--- config.mk ---
export PLATFORM = sky130hd
export DESIGN_NAME = gray_stream_source_flat
export DESIGN_NICKNAME = d
export VERILOG_FILES = /design/src/rtl/gray_stream_source_pkg.sv /design/src/rtl/gray_stream_source_if.sv /design/src/rtl/gray_stream_source_raster_counter.sv /design/src/rtl/gray_stream_source.sv /design/src/flat_wrapper.sv
export SDC_FILE = /design/constraint.sdc
export NUM_CORES = 1
export LEC_CHECK = 0
export CAP_MARGIN = 20
export CORE_ASPECT_RATIO = 2
export CORE_MARGIN = 1
export CORE_UTILIZATION = 65
export DETAILED_ROUTE_END_ITERATION = 16
export DONT_BUFFER_PORTS = 1
export PLACE_DENSITY = 0.81
export SYNTH_ARGS = -nofsm -noshare
export SYNTH_HDL_FRONTEND = slang
export SYNTH_SLANG_ARGS = --single-unit
--- constraint.sdc ---
create_clock -name clk -period 6.4 [get_ports clk]
set_input_delay 0.64 -clock clk [delete_from_list [all_inputs] [get_ports clk]]
set_output_delay 0.64 -clock clk [all_outputs]
set_load 0.05 [all_outputs]
--- src/rtl/gray_stream_source_pkg.sv ---
// Shared raster timing definitions: 640x480@60 defaults, total-span helper and run-state enum.
package vga_timing_pkg;

  localparam int DEF_H_ACTIVE = 640;
  localparam int DEF_H_FP     = 16;
  localparam int DEF_H_SYNC   = 96;
  localparam int DEF_H_BP     = 48;
  localparam int DEF_V_ACTIVE = 480;
  localparam int DEF_V_FP     = 10;
  localparam int DEF_V_SYNC   = 2;
  localparam int DEF_V_BP     = 33;
  localparam int DEF_ADDR_W   = 19;

  typedef enum logic {IDLE, RUN} state_t;

  function automatic int span_total(input int active, input int fp, input int sync, input int bp);
    return active + fp + sync + bp;
  endfunction

endpackage

--- src/rtl/gray_stream_source_if.sv ---
// Pixel stream bundle between the grayscale source and the 3x3 window generator.
interface gray_stream_source_if;
  logic [7:0] data_out;
  logic       clken;
  logic       hsync;
  logic       vsync;
  logic       frame_start;

  modport master (output data_out, clken, hsync, vsync, frame_start);
  modport slave  (input  data_out, clken, hsync, vsync, frame_start);
endinterface

--- src/rtl/gray_stream_source_raster_counter.sv ---
// Horizontal/vertical raster position counters with active, sync and frame-end decode.
module raster_counter
  import vga_timing_pkg::*;
#(
  parameter int H_ACTIVE = DEF_H_ACTIVE,
  parameter int H_FP     = DEF_H_FP,
  parameter int H_SYNC   = DEF_H_SYNC,
  parameter int H_BP     = DEF_H_BP,
  parameter int V_ACTIVE = DEF_V_ACTIVE,
  parameter int V_FP     = DEF_V_FP,
  parameter int V_SYNC   = DEF_V_SYNC,
  parameter int V_BP     = DEF_V_BP,
  localparam int H_TOTAL = span_total(H_ACTIVE, H_FP, H_SYNC, H_BP),
  localparam int V_TOTAL = span_total(V_ACTIVE, V_FP, V_SYNC, V_BP),
  localparam int HC_W    = $clog2(H_TOTAL),
  localparam int VC_W    = $clog2(V_TOTAL)
) (
  input  logic            clk,
  input  logic            rst_n,
  input  logic            advance,
  output logic [HC_W-1:0] hc,
  output logic [VC_W-1:0] vc,
  output logic            active,
  output logic            hs_pulse,
  output logic            vs_pulse,
  output logic            frame_end
);

  localparam logic [HC_W-1:0] H_LAST = HC_W'(H_TOTAL - 1);
  localparam logic [VC_W-1:0] V_LAST = VC_W'(V_TOTAL - 1);

  always_ff @(posedge clk or negedge rst_n) begin
    if (!rst_n) begin
      hc <= '0;
      vc <= '0;
    end else if (advance) begin
      if (hc == H_LAST) begin
        hc <= '0;
        vc <= (vc == V_LAST) ? '0 : vc + VC_W'(1);
      end else begin
        hc <= hc + HC_W'(1);
      end
    end
  end

  assign active    = (int'(hc) < H_ACTIVE) && (int'(vc) < V_ACTIVE);
  assign hs_pulse  = (int'(hc) >= H_ACTIVE + H_FP) && (int'(hc) < H_ACTIVE + H_FP + H_SYNC);
  assign vs_pulse  = (int'(vc) >= V_ACTIVE + V_FP) && (int'(vc) < V_ACTIVE + V_FP + V_SYNC);
  assign frame_end = (hc == H_LAST) && (vc == V_LAST);

endmodule

--- src/rtl/gray_stream_source.sv ---
// Frame-timed grayscale pixel source: run/idle control, ROM address generation and a
// two-stage alignment pipeline so that pixel data and all stream flags leave together.
module gray_stream_source
  import vga_timing_pkg::*;
#(
  parameter int H_ACTIVE = DEF_H_ACTIVE,
  parameter int H_FP     = DEF_H_FP,
  parameter int H_SYNC   = DEF_H_SYNC,
  parameter int H_BP     = DEF_H_BP,
  parameter int V_ACTIVE = DEF_V_ACTIVE,
  parameter int V_FP     = DEF_V_FP,
  parameter int V_SYNC   = DEF_V_SYNC,
  parameter int V_BP     = DEF_V_BP,
  parameter int ADDR_W   = DEF_ADDR_W
) (
  input  logic              clk,
  input  logic              rst_n,
  input  logic              en,
  output logic [ADDR_W-1:0] rom_addr,
  input  logic [7:0]        rom_rdata,
  gray_stream_source_if.master px
);

  localparam int HC_W = $clog2(span_total(H_ACTIVE, H_FP, H_SYNC, H_BP));
  localparam int VC_W = $clog2(span_total(V_ACTIVE, V_FP, V_SYNC, V_BP));
  localparam logic [ADDR_W-1:0] ADDR_LAST = ADDR_W'(H_ACTIVE * V_ACTIVE - 1);

  state_t          state_reg;
  logic [HC_W-1:0] hc;
  logic [VC_W-1:0] vc;
  logic            active, hs_pulse, vs_pulse, frame_end;
  logic            advance, at_origin;
  logic            act_d1_reg, hs_d1_reg, vs_d1_reg, first_d1_reg;

  assign advance   = (state_reg == RUN);
  assign at_origin = (hc == '0) && (vc == '0);

  raster_counter #(
    .H_ACTIVE (H_ACTIVE), .H_FP (H_FP), .H_SYNC (H_SYNC), .H_BP (H_BP),
    .V_ACTIVE (V_ACTIVE), .V_FP (V_FP), .V_SYNC (V_SYNC), .V_BP (V_BP)
  ) u_raster (
    .clk       (clk),
    .rst_n     (rst_n),
    .advance   (advance),
    .hc        (hc),
    .vc        (vc),
    .active    (active),
    .hs_pulse  (hs_pulse),
    .vs_pulse  (vs_pulse),
    .frame_end (frame_end)
  );

  // en only matters in IDLE or on the last clock of a frame, so frames are never cut short
  always_ff @(posedge clk or negedge rst_n) begin
    if (!rst_n) begin
      state_reg <= IDLE;
    end else begin
      case (state_reg)
        IDLE:    if (en) state_reg <= RUN;
        RUN:     if (frame_end && !en) state_reg <= IDLE;
        default: state_reg <= IDLE;
      endcase
    end
  end

  // Address tracks the counter position so the ROM's one-clock latency lands in stage 1
  always_ff @(posedge clk or negedge rst_n) begin
    if (!rst_n) begin
      rom_addr <= '0;
    end else if (advance) begin
      if (frame_end)
        rom_addr <= '0;
      else if (active && rom_addr != ADDR_LAST)
        rom_addr <= rom_addr + ADDR_W'(1);
    end
  end

  always_ff @(posedge clk or negedge rst_n) begin
    if (!rst_n) begin
      act_d1_reg   <= 1'b0;
      hs_d1_reg    <= 1'b0;
      vs_d1_reg    <= 1'b0;
      first_d1_reg <= 1'b0;
    end else begin
      act_d1_reg   <= advance && active;
      hs_d1_reg    <= advance && hs_pulse;
      vs_d1_reg    <= advance && vs_pulse;
      first_d1_reg <= advance && at_origin;
    end
  end

  // Gate data with the valid flag so blanking never shows stale ROM contents
  always_ff @(posedge clk or negedge rst_n) begin
    if (!rst_n) begin
      px.data_out    <= 8'd0;
      px.clken       <= 1'b0;
      px.hsync       <= 1'b1;
      px.vsync       <= 1'b1;
      px.frame_start <= 1'b0;
    end else begin
      px.data_out    <= act_d1_reg ? rom_rdata : 8'd0;
      px.clken       <= act_d1_reg;
      px.hsync       <= ~hs_d1_reg;
      px.vsync       <= ~vs_d1_reg;
      px.frame_start <= first_d1_reg;
    end
  end

endmodule

--- src/flat_wrapper.sv ---
// flat-port wrapper written by rule: the top's interface ports become plain ports
module gray_stream_source_flat import vga_timing_pkg::*;
#(
  parameter int H_ACTIVE = DEF_H_ACTIVE,
  parameter int H_FP     = DEF_H_FP,
  parameter int H_SYNC   = DEF_H_SYNC,
  parameter int H_BP     = DEF_H_BP,
  parameter int V_ACTIVE = DEF_V_ACTIVE,
  parameter int V_FP     = DEF_V_FP,
  parameter int V_SYNC   = DEF_V_SYNC,
  parameter int V_BP     = DEF_V_BP,
  parameter int ADDR_W   = DEF_ADDR_W
)
  (clk, rst_n, en, rom_addr, rom_rdata, px_data_out, px_clken, px_hsync, px_vsync, px_frame_start);
  gray_stream_source_if px_i ();
  input  logic clk;
  input  logic rst_n;
  input  logic en;
  output logic [ADDR_W-1:0] rom_addr;
  input  logic [7:0] rom_rdata;
  output wire logic [$bits(px_i.data_out)-1:0] px_data_out;
  output wire logic [$bits(px_i.clken)-1:0] px_clken;
  output wire logic [$bits(px_i.hsync)-1:0] px_hsync;
  output wire logic [$bits(px_i.vsync)-1:0] px_vsync;
  output wire logic [$bits(px_i.frame_start)-1:0] px_frame_start;
  assign px_data_out = px_i.data_out;
  assign px_clken = px_i.clken;
  assign px_hsync = px_i.hsync;
  assign px_vsync = px_i.vsync;
  assign px_frame_start = px_i.frame_start;
  gray_stream_source #(.H_ACTIVE(H_ACTIVE), .H_FP(H_FP), .H_SYNC(H_SYNC), .H_BP(H_BP), .V_ACTIVE(V_ACTIVE), .V_FP(V_FP), .V_SYNC(V_SYNC), .V_BP(V_BP), .ADDR_W(ADDR_W)) u_core (.clk(clk), .rst_n(rst_n), .en(en), .rom_addr(rom_addr), .rom_rdata(rom_rdata), .px(px_i));
endmodule
==> results of run 1 <==
-- worst paths after layout --
path                                          from                     to  slack (ps)  depth (start not counted)
worst max-delay path            u_core.rom_addr[0]    u_core.rom_addr[17]        3290                          6
worst min-delay path                         rst_n        u_core.px.hsync         150                          0
worst max register to register  u_core.rom_addr[0]    u_core.rom_addr[17]        3290                          6
worst min register to register    u_core.vs_d1_reg        u_core.px.vsync         350                          1
max in group asynchronous                    rst_n  u_core.u_raster.vc[0]        6000                          1
min in group clk                  u_core.vs_d1_reg        u_core.px.vsync         350                          1
-- layer usage --
| metal | vias up | wire length [µm] | part of all wire [%] |
|---|---|---|---|
| met5 | - | 0 | 0 |
| li1 | 1007 | - | - |
| met3 | 7 | 166 | 2.9 |
| met4 | 0 | 82 | 1.4 |
| met1 | 1070 | 2108 | 37 |
| met2 | 50 | 3332 | 59 |
-- metrics by stage --
stage	std cells	hold WS, ps	cell area, µm²
after detailed placement	321	338.7	2741
after CTS	329	0.01271	2856
final	330	150.3	2884
after global placement	321	335.6	2741
after global routing	330	131.0	2884
after floorplan	278	331.2	2715
-- cell usage in the layout, fill, tap and decap left out, types with 4 or more instances in the layout --
| cell type | synthesis | routed |
|---|---|---|
| clkbuf_8 | 0 | 5 |
| nand3_1 | 18 | 18 |
| nor3_1 | 10 | 10 |
| ha_1 | 5 | 5 |
| xor2_1 | 4 | 4 |
| o21ai_0 | 23 | 23 |
| a21oi_1 | 8 | 8 |
| nor2_1 | 13 | 13 |
| nand2_1 | 24 | 24 |
| a31oi_1 | 9 | 9 |
| and3_1 | 9 | 9 |
| nand4_1 | 9 | 9 |
| xnor2_1 | 4 | 4 |
| and2_1 | 10 | 10 |
| nor4_1 | 7 | 7 |
| a211o_1 | 5 | 5 |
| dfrtp_1 | 54 | 54 |
| inv_1 | 14 | 14 |
| or3_1 | 6 | 6 |
-- report_power, final --
group          total (mW)  switching (mW)  internal [mW]
registers           0.551           0.155          0.396
logic               0.120          0.0624         0.0572
clock network       0.238           0.120          0.118
total               0.908           0.337          0.571
-- final cells by class --
class	instances	area [µm²]	area share, %
Multi-Input combinational cell	199	1214	42.08
Timing Repair Buffer	2	35.03	1.215
Clock inverter	3	46.29	1.605
Tap cell	51	63.81	2.213
Clock buffer	5	68.82	2.386
Sequential cell	56	1404	48.68
Inverter	14	52.55	1.822
-- cell families after synthesis --
logic type | synth area share, %
and+or+nand+nor | 25.35
AOI/OAI and AO/OA | 14.06
DFF | 51.71
buffers and inverters | 3.595
xor gates and xnor gates | 2.580
adders and majority gates | 2.304
muxes | 0.4147
-- timing repair --
action / 4_1_cts / 5_1_grt
resized for setup: 0 / 0
hold buffers: 0 / 1
hold endpoints to repair: 0 / 54
==> flow_summary_export.csv, run 1 <==
group,metric,value,unit
clocking,htree_levels,2,
synth,yosys.area.top_type,"dfrtp_1",
placement,portBuffers,0,
synth,synth_commonest_cells,"54 x dfrtp_1, 24 x nand2_1, 23 x o21ai_0, 18 x nand3_1, 14 x inv_1",
die,start_util,69.20,%
placement,place_congestion,0.8028,
synth,ys_seq_area_share,51.71,%
cells_and_area,antenna_cells,0,
routing,drc,0,
sta,layout_setup_ws,3293,ps
clocking,cts_tree,"done",
worst_setup_path,cp_data_required_time,6580,ps
routing,detail_route.first_pass.iterations,4,
synth,ys_warn_count,0,
routing,postRouteAntennaNets,0,
routing,wl_per_cell,17.24,µm
global_route,use_met1,30.04,%
worst_setup_path,critPathTopFamily,"compound AO/OA/AOI/OAI gates",
sta,finalHoldViolations,0,
power_and_ir_drop,p_total,908.3,µW
routing,vias_per_cell,6.467,
worst_setup_path,worstSetupPathType,"register to register",
sta,tightestPinTransition,811.8,ps
cells_and_area,fin_util,73.50,%
synth,post-synth-top-count-cell,"dfrtp_1",
worst_setup_path,critical_path_peak_fanout,13,
synth,syn_inst,278,
synth,synth_top_area_share,49.77,%
sta,skew,6.314,ps
synth,syn_avg_cell_area,9.767,µm²
min_path,holdCritPathClass,"input pin to async pin",
sta,timing.final.crit_share,48.55,%
sta,drv_slew,0,
global_route,grt_usage,28.75,%
placement,pre_cts_ws,3289,ps
synth,synthDistinctLibCells,43,
global_route,grt_pass1_wl,9218,µm
worst_setup_path,end_kind,"register",
global_route,antenna_found_initial,0,
die,die_y,93.40,µm
sta,relSlewSlack,45.38,%
cells_and_area,regMostFlops,"u_core.rom_addr",
status,status,"complete, no violations",
sta,setup_viol,0,
cells_and_area,largest_register_ffs,19,
cells_and_area,nNetsFinal,294,
die,coreArea,3924,µm²
worst_setup_path,cp_data_arrival_time,3280,ps
die,floorplan.die.width,47.70,µm
worst_setup_path,worstPathCellList,"ha_1 > nand4_1 > or4_4 > o31a_1 > a21oi_1 > o21ai_0",
synth,synth_top_flop_cell,"dfrtp_1",
clocking,path_clk_slew,100,ps
cells_and_area,layout-drive-gt1-share,6.093,%
synth,synth_area_leaders,"dfrtp_1 50%, o21ai_0 4.2%, nand3_1 3.3%, nand2_1 3.3%, and2_1 2.3%",
worst_setup_path,worst_path_largest_cell_delay,730,ps
cells_and_area,syn_to_final_growth,6.221,%
clocking,cts_sinks,56,
global_route,busiest_layer,"met2",
sta,rsz0062_at_grt,"no",
synth,synth_edf_count,0,
global_route,grt_util_met3,6.564,%
sta,period_minus_slack,3107,ps
placement,hpwl,4083,µm
clocking,root_buffer,"clkbuf_8",
synth,syn_nets,294,
cells_and_area,nFillCells,307,
worst_setup_path,startpoint_type,"register",
clocking,clk_latency,310,ps
die,fp-row-count,32,
power_and_ir_drop,power.leakage,1.251,nW
worst_setup_path,worst-path-buf-inv,0,
clocking,cts_setup_buffers,0,
global_route,grt_max_degree,57,
clocking,cts_buffers,5,
power_and_ir_drop,power_density,314.9,nW/µm²
synth,ys_seq_elements,56,
routing,vias,2134,
global_route,globalRouteOverflowTotal,0,
clocking,clock_path_buffers,2,
synth,async_flop_share,100.0,%
job,drv_cap,0,
die,ioPinCount,42,
die,dieArea,4455,µm²
synth,synthesis.area,2715,µm²
global_route,met2_usage,50.23,%
sta,tns,0,ps
routing,drt_iter0_drc,44,
power_and_ir_drop,ir_drop,0.0003020,V
worst_setup_path,crit_slowest_cell,"dfrtp_1",
sta,max_freq,0.3218,GHz
cells_and_area,reg_top3,"u_core.rom_addr: 19 flops, u_core.u_raster.hc: 10 flops, u_core.u_raster.vc: 10 flops",
routing,wirelength,5689,µm
global_route,grt_pass1_vias,2077,
(Power assumes the default switching activity.)
==> run 2: changes to the inputs <==
ABC_AREA = 1   (was not set)
CORE_UTILIZATION = 63   (was 65)
PLACE_DENSITY = 0.79   (was 0.81)
clock period = 3.1 ns   (was 6.4 ns; I/O delays follow)
==> flow_summary_export.csv, run 2 <==
group,metric,value,unit
status,status,"complete, no violations",
sta,period_minus_slack,2144,ps
die,start_util,66.37,%
power_and_ir_drop,p_int,908.2,µW
min_path,holdCritPathClass,"input pin to register",
synth,synth_commonest_cells,"99 x nand2_1, 54 x dfrtp_1, 52 x inv_1, 41 x nor2_1, 36 x nand3_1",
worst_setup_path,cp_data_arrival_time,2410,ps
synth,ys_warn_count,0,
placement,place_congestion,0.9477,
cells_and_area,multi_input_area,1280,µm²
cells_and_area,reg_top3,"u_core.rom_addr: 19 flops, u_core.u_raster.hc: 10 flops, u_core.u_raster.vc: 10 flops",
synth,async_flop_share,100.0,%
synth,syn_inst,374,
worst_setup_path,end_kind,"register",
cells_and_area,antenna_cells,0,
power_and_ir_drop,clkPwrFrac,35.0,%
cells_and_area,regMostFlops,"u_core.rom_addr",
cells_and_area,layout-drive-gt1-share,8.661,%
synth,ys_seq_elements,56,
power_and_ir_drop,p_sw_share,24.43,%
placement,hpwl,4832,µm
routing,detail_route.first_pass.iterations,4,
synth,synth_area_leaders,"dfrtp_1 46%, nand2_1 13%, inv_1 6.6%, nand3_1 6.1%, nor2_1 5.2%",
die,dieArea,4955,µm²
power_and_ir_drop,seqPwrFrac,63.0,%
synth,synthesis.area,2937,µm²
synth,synth_compound_area_share,5.156,%
routing,wirelength,6552,µm
synth,synthAdderAreaFrac,2.130,%
global_route,grt_pass1_wl,10810,µm
synth,synth-simple-area-share,31.53,%
synth,yosys.area.top_type,"dfrtp_1",
power_and_ir_drop,ir_drop,0.0003577,V
clocking,root_buffer,"clkbuf_8",
cells_and_area,final_common_cell,"nand2_1",
sta,tightestPinTransition,676.7,ps
synth,synth_top_family_by_area,"simple AND/OR/NAND/NOR gates",
cells_and_area,syn_to_final_growth,6.008,%
clocking,clk_latency,310,ps
power_and_ir_drop,comb_power_share,2.0,%
cells_and_area,fin_util,70.36,%
cells_and_area,ff_latch_area,1404,µm²
clocking,path_clk_slew,110,ps
synth,syn_nets,390,
die,coreArea,4424,µm²
worst_setup_path,startpoint_type,"register",
synth,synth_edf_count,0,
die,floorplan.die.width,50.28,µm
global_route,met2_usage,55.79,%
power_and_ir_drop,power_switching,293.6,µW
cells_and_area,nFillCells,361,
synth,synthMuxAreaShare,0,%
sta,timing.final.crit_share,69.15,%
sta,max_freq,0.4665,GHz
job,drv_cap,0,
sta,setup_viol,0,
worst_setup_path,critical_path_peak_fanout,16,
die,die_y,98.55,µm
sta,relSlewSlack,54.89,%
synth,syn_avg_cell_area,7.852,µm²
cells_and_area,mostFrequentLayoutCells,"99 x nand2_1, 54 x dfrtp_1, 52 x inv_1, 41 x nor2_1, 36 x nand3_1",
sta,tns,0,ps
global_route,grt_pass1_vias,2426,
synth,post-synth-top-count-cell,"nand2_1",
synth,synth-xor-area-share,4.772,%
sta,rsz0062_at_grt,"no",
global_route,grt_util_met3,3.549,%
sta,skew,10.65,ps
global_route,busiest_layer,"met2",
power_and_ir_drop,power_density,386.1,nW/µm²
routing,wl_per_cell,15.06,µm
routing,drc,0,
worst_setup_path,worstSetupPathType,"register to register",
clocking,cts_buffers,5,
sta,finalHoldViolations,0,
clocking,clock_path_buffers,2,
routing,vias,2417,
cells_and_area,largest_register_ffs,19,
synth,synthDistinctLibCells,32,
die,fp-row-count,34,
routing,postRouteAntennaNets,0,
routing,vias_per_cell,5.556,
global_route,use_met1,28.02,%
routing,drt_iter0_drc,80,
cells_and_area,nNetsFinal,396,
placement,portBuffers,0,
global_route,globalRouteOverflowTotal,0,
sta,drv_slew,0,
synth,synth_top_flop_cell,"dfrtp_1",
die,ioPinCount,42,
worst_setup_path,cp_data_required_time,3360,ps
clocking,cts_sinks,56,
clocking,cts_tree,"done",
global_route,grt_max_degree,57,
global_route,antenna_found_initial,0,
synth,synth_top_area_share,46.02,%
global_route,grt_usage,28.87,%
clocking,htree_levels,2,
synth,ys_seq_area_share,47.81,%
power_and_ir_drop,power.leakage,1.543,nW
==> run 2: changes by cell type after synthesis, sizes merged, moves of 4 or more <==
cell    delta
nand3     +17
o21ai      -4
clkbuf     -6
o31ai      -4
a31oi      -9
a211o      -5
nand2     +79
or3        -6
and3       -8
inv       +40
nor2      +34
xor2       +9
nor4       -5
and2      -10
==> run 2: path summary, 6_finish.rpt <==
kind	start	to	slack [ps]	cells past startpoint
max reg2reg	u_core.rom_addr[1]	u_core.rom_addr[3]	960	11
min in group asynchronous	rst_n	u_core.px.data_out[0]	510	2
min reg2reg	u_core.hs_d1_reg	u_core.px.hsync	360	1
max in group asynchronous	rst_n	u_core.px.vsync	2300	2
min	rom_rdata[6]	u_core.px.data_out[6]	90	2
max	u_core.rom_addr[1]	u_core.rom_addr[3]	960	11
==> run 2: cell type report <==
cell class	count	share of cell area, %
Clock buffer	5	2.211
Inverter	54	6.592
Tap cell	54	2.170
Clock inverter	3	0.8842
Timing Repair Buffer	5	1.929
Multi-Input combinational cell	258	41.12
Sequential cell	56	45.10
==> run 2: repair_timing <==
| item | CTS | global route |
|---|---|---|
| gates resized for setup | 0 | 0 |
| hold buffers | 2 | 0 |
| setup buffers | 0 | 0 |
| hold endpoints to repair | 56 | 0 |
==> run 2: logic make-up after synthesis <==
family / Yosys count
fa+ha+maj: 5
flops: 56
xor+xnor: 16
simple gates: 211
buf+inv: 60
compound gates: 26
==> run 2: power by group through the flow <==
stage | Combinational [mW] | Clock [mW] | Sequential [mW]
after floorplan | 0.00400 | 0 | 0.771
after global placement | 0.00426 | 0 | 0.771
after detailed placement | 0.00486 | 0 | 0.772
after CTS | 0.0245 | 0.435 | 0.757
after global routing | 0.0283 | 0.448 | 0.757
final | 0.0242 | 0.421 | 0.757
==> run 2: through the flow <==
| step | hold WS (ps) | power (mW) | area [µm²] | worst slack (ps) | instances |
|---|---|---|---|---|---|
| floorplan | 14.41 | 0.7746 | 2937 | 1116 | 374 |
| global placement | 15.39 | 0.7756 | 2979 | 1017 | 425 |
| detailed placement | 15.45 | 0.7765 | 2979 | 975.0 | 425 |
| CTS | 83.26 | 1.216 | 3113 | 943.4 | 435 |
| global route | 94.69 | 1.233 | 3113 | 766.3 | 435 |
| finish | 92.62 | 1.202 | 3113 | 956.4 | 435 |
==> run 2: per-layer routing <==
metal	vias up	part of all wire [%]
met5	-	0
met4	0	3.3
met3	21	3.4
met2	67	59
met1	1140	34
li1	1189	-
==> run 2: worst max-delay path, cell delays in order (launching register included) <==
cell and delay [ps]:
dfrtp_1 710, ha_1 280, nand2_1 90, nor2_2 130, nand2_2 90, nor2_4 170
nand2_2 70, nand2_2 80, nand2_4 140, inv_4 160, nand2_1 70, nand2_1 80
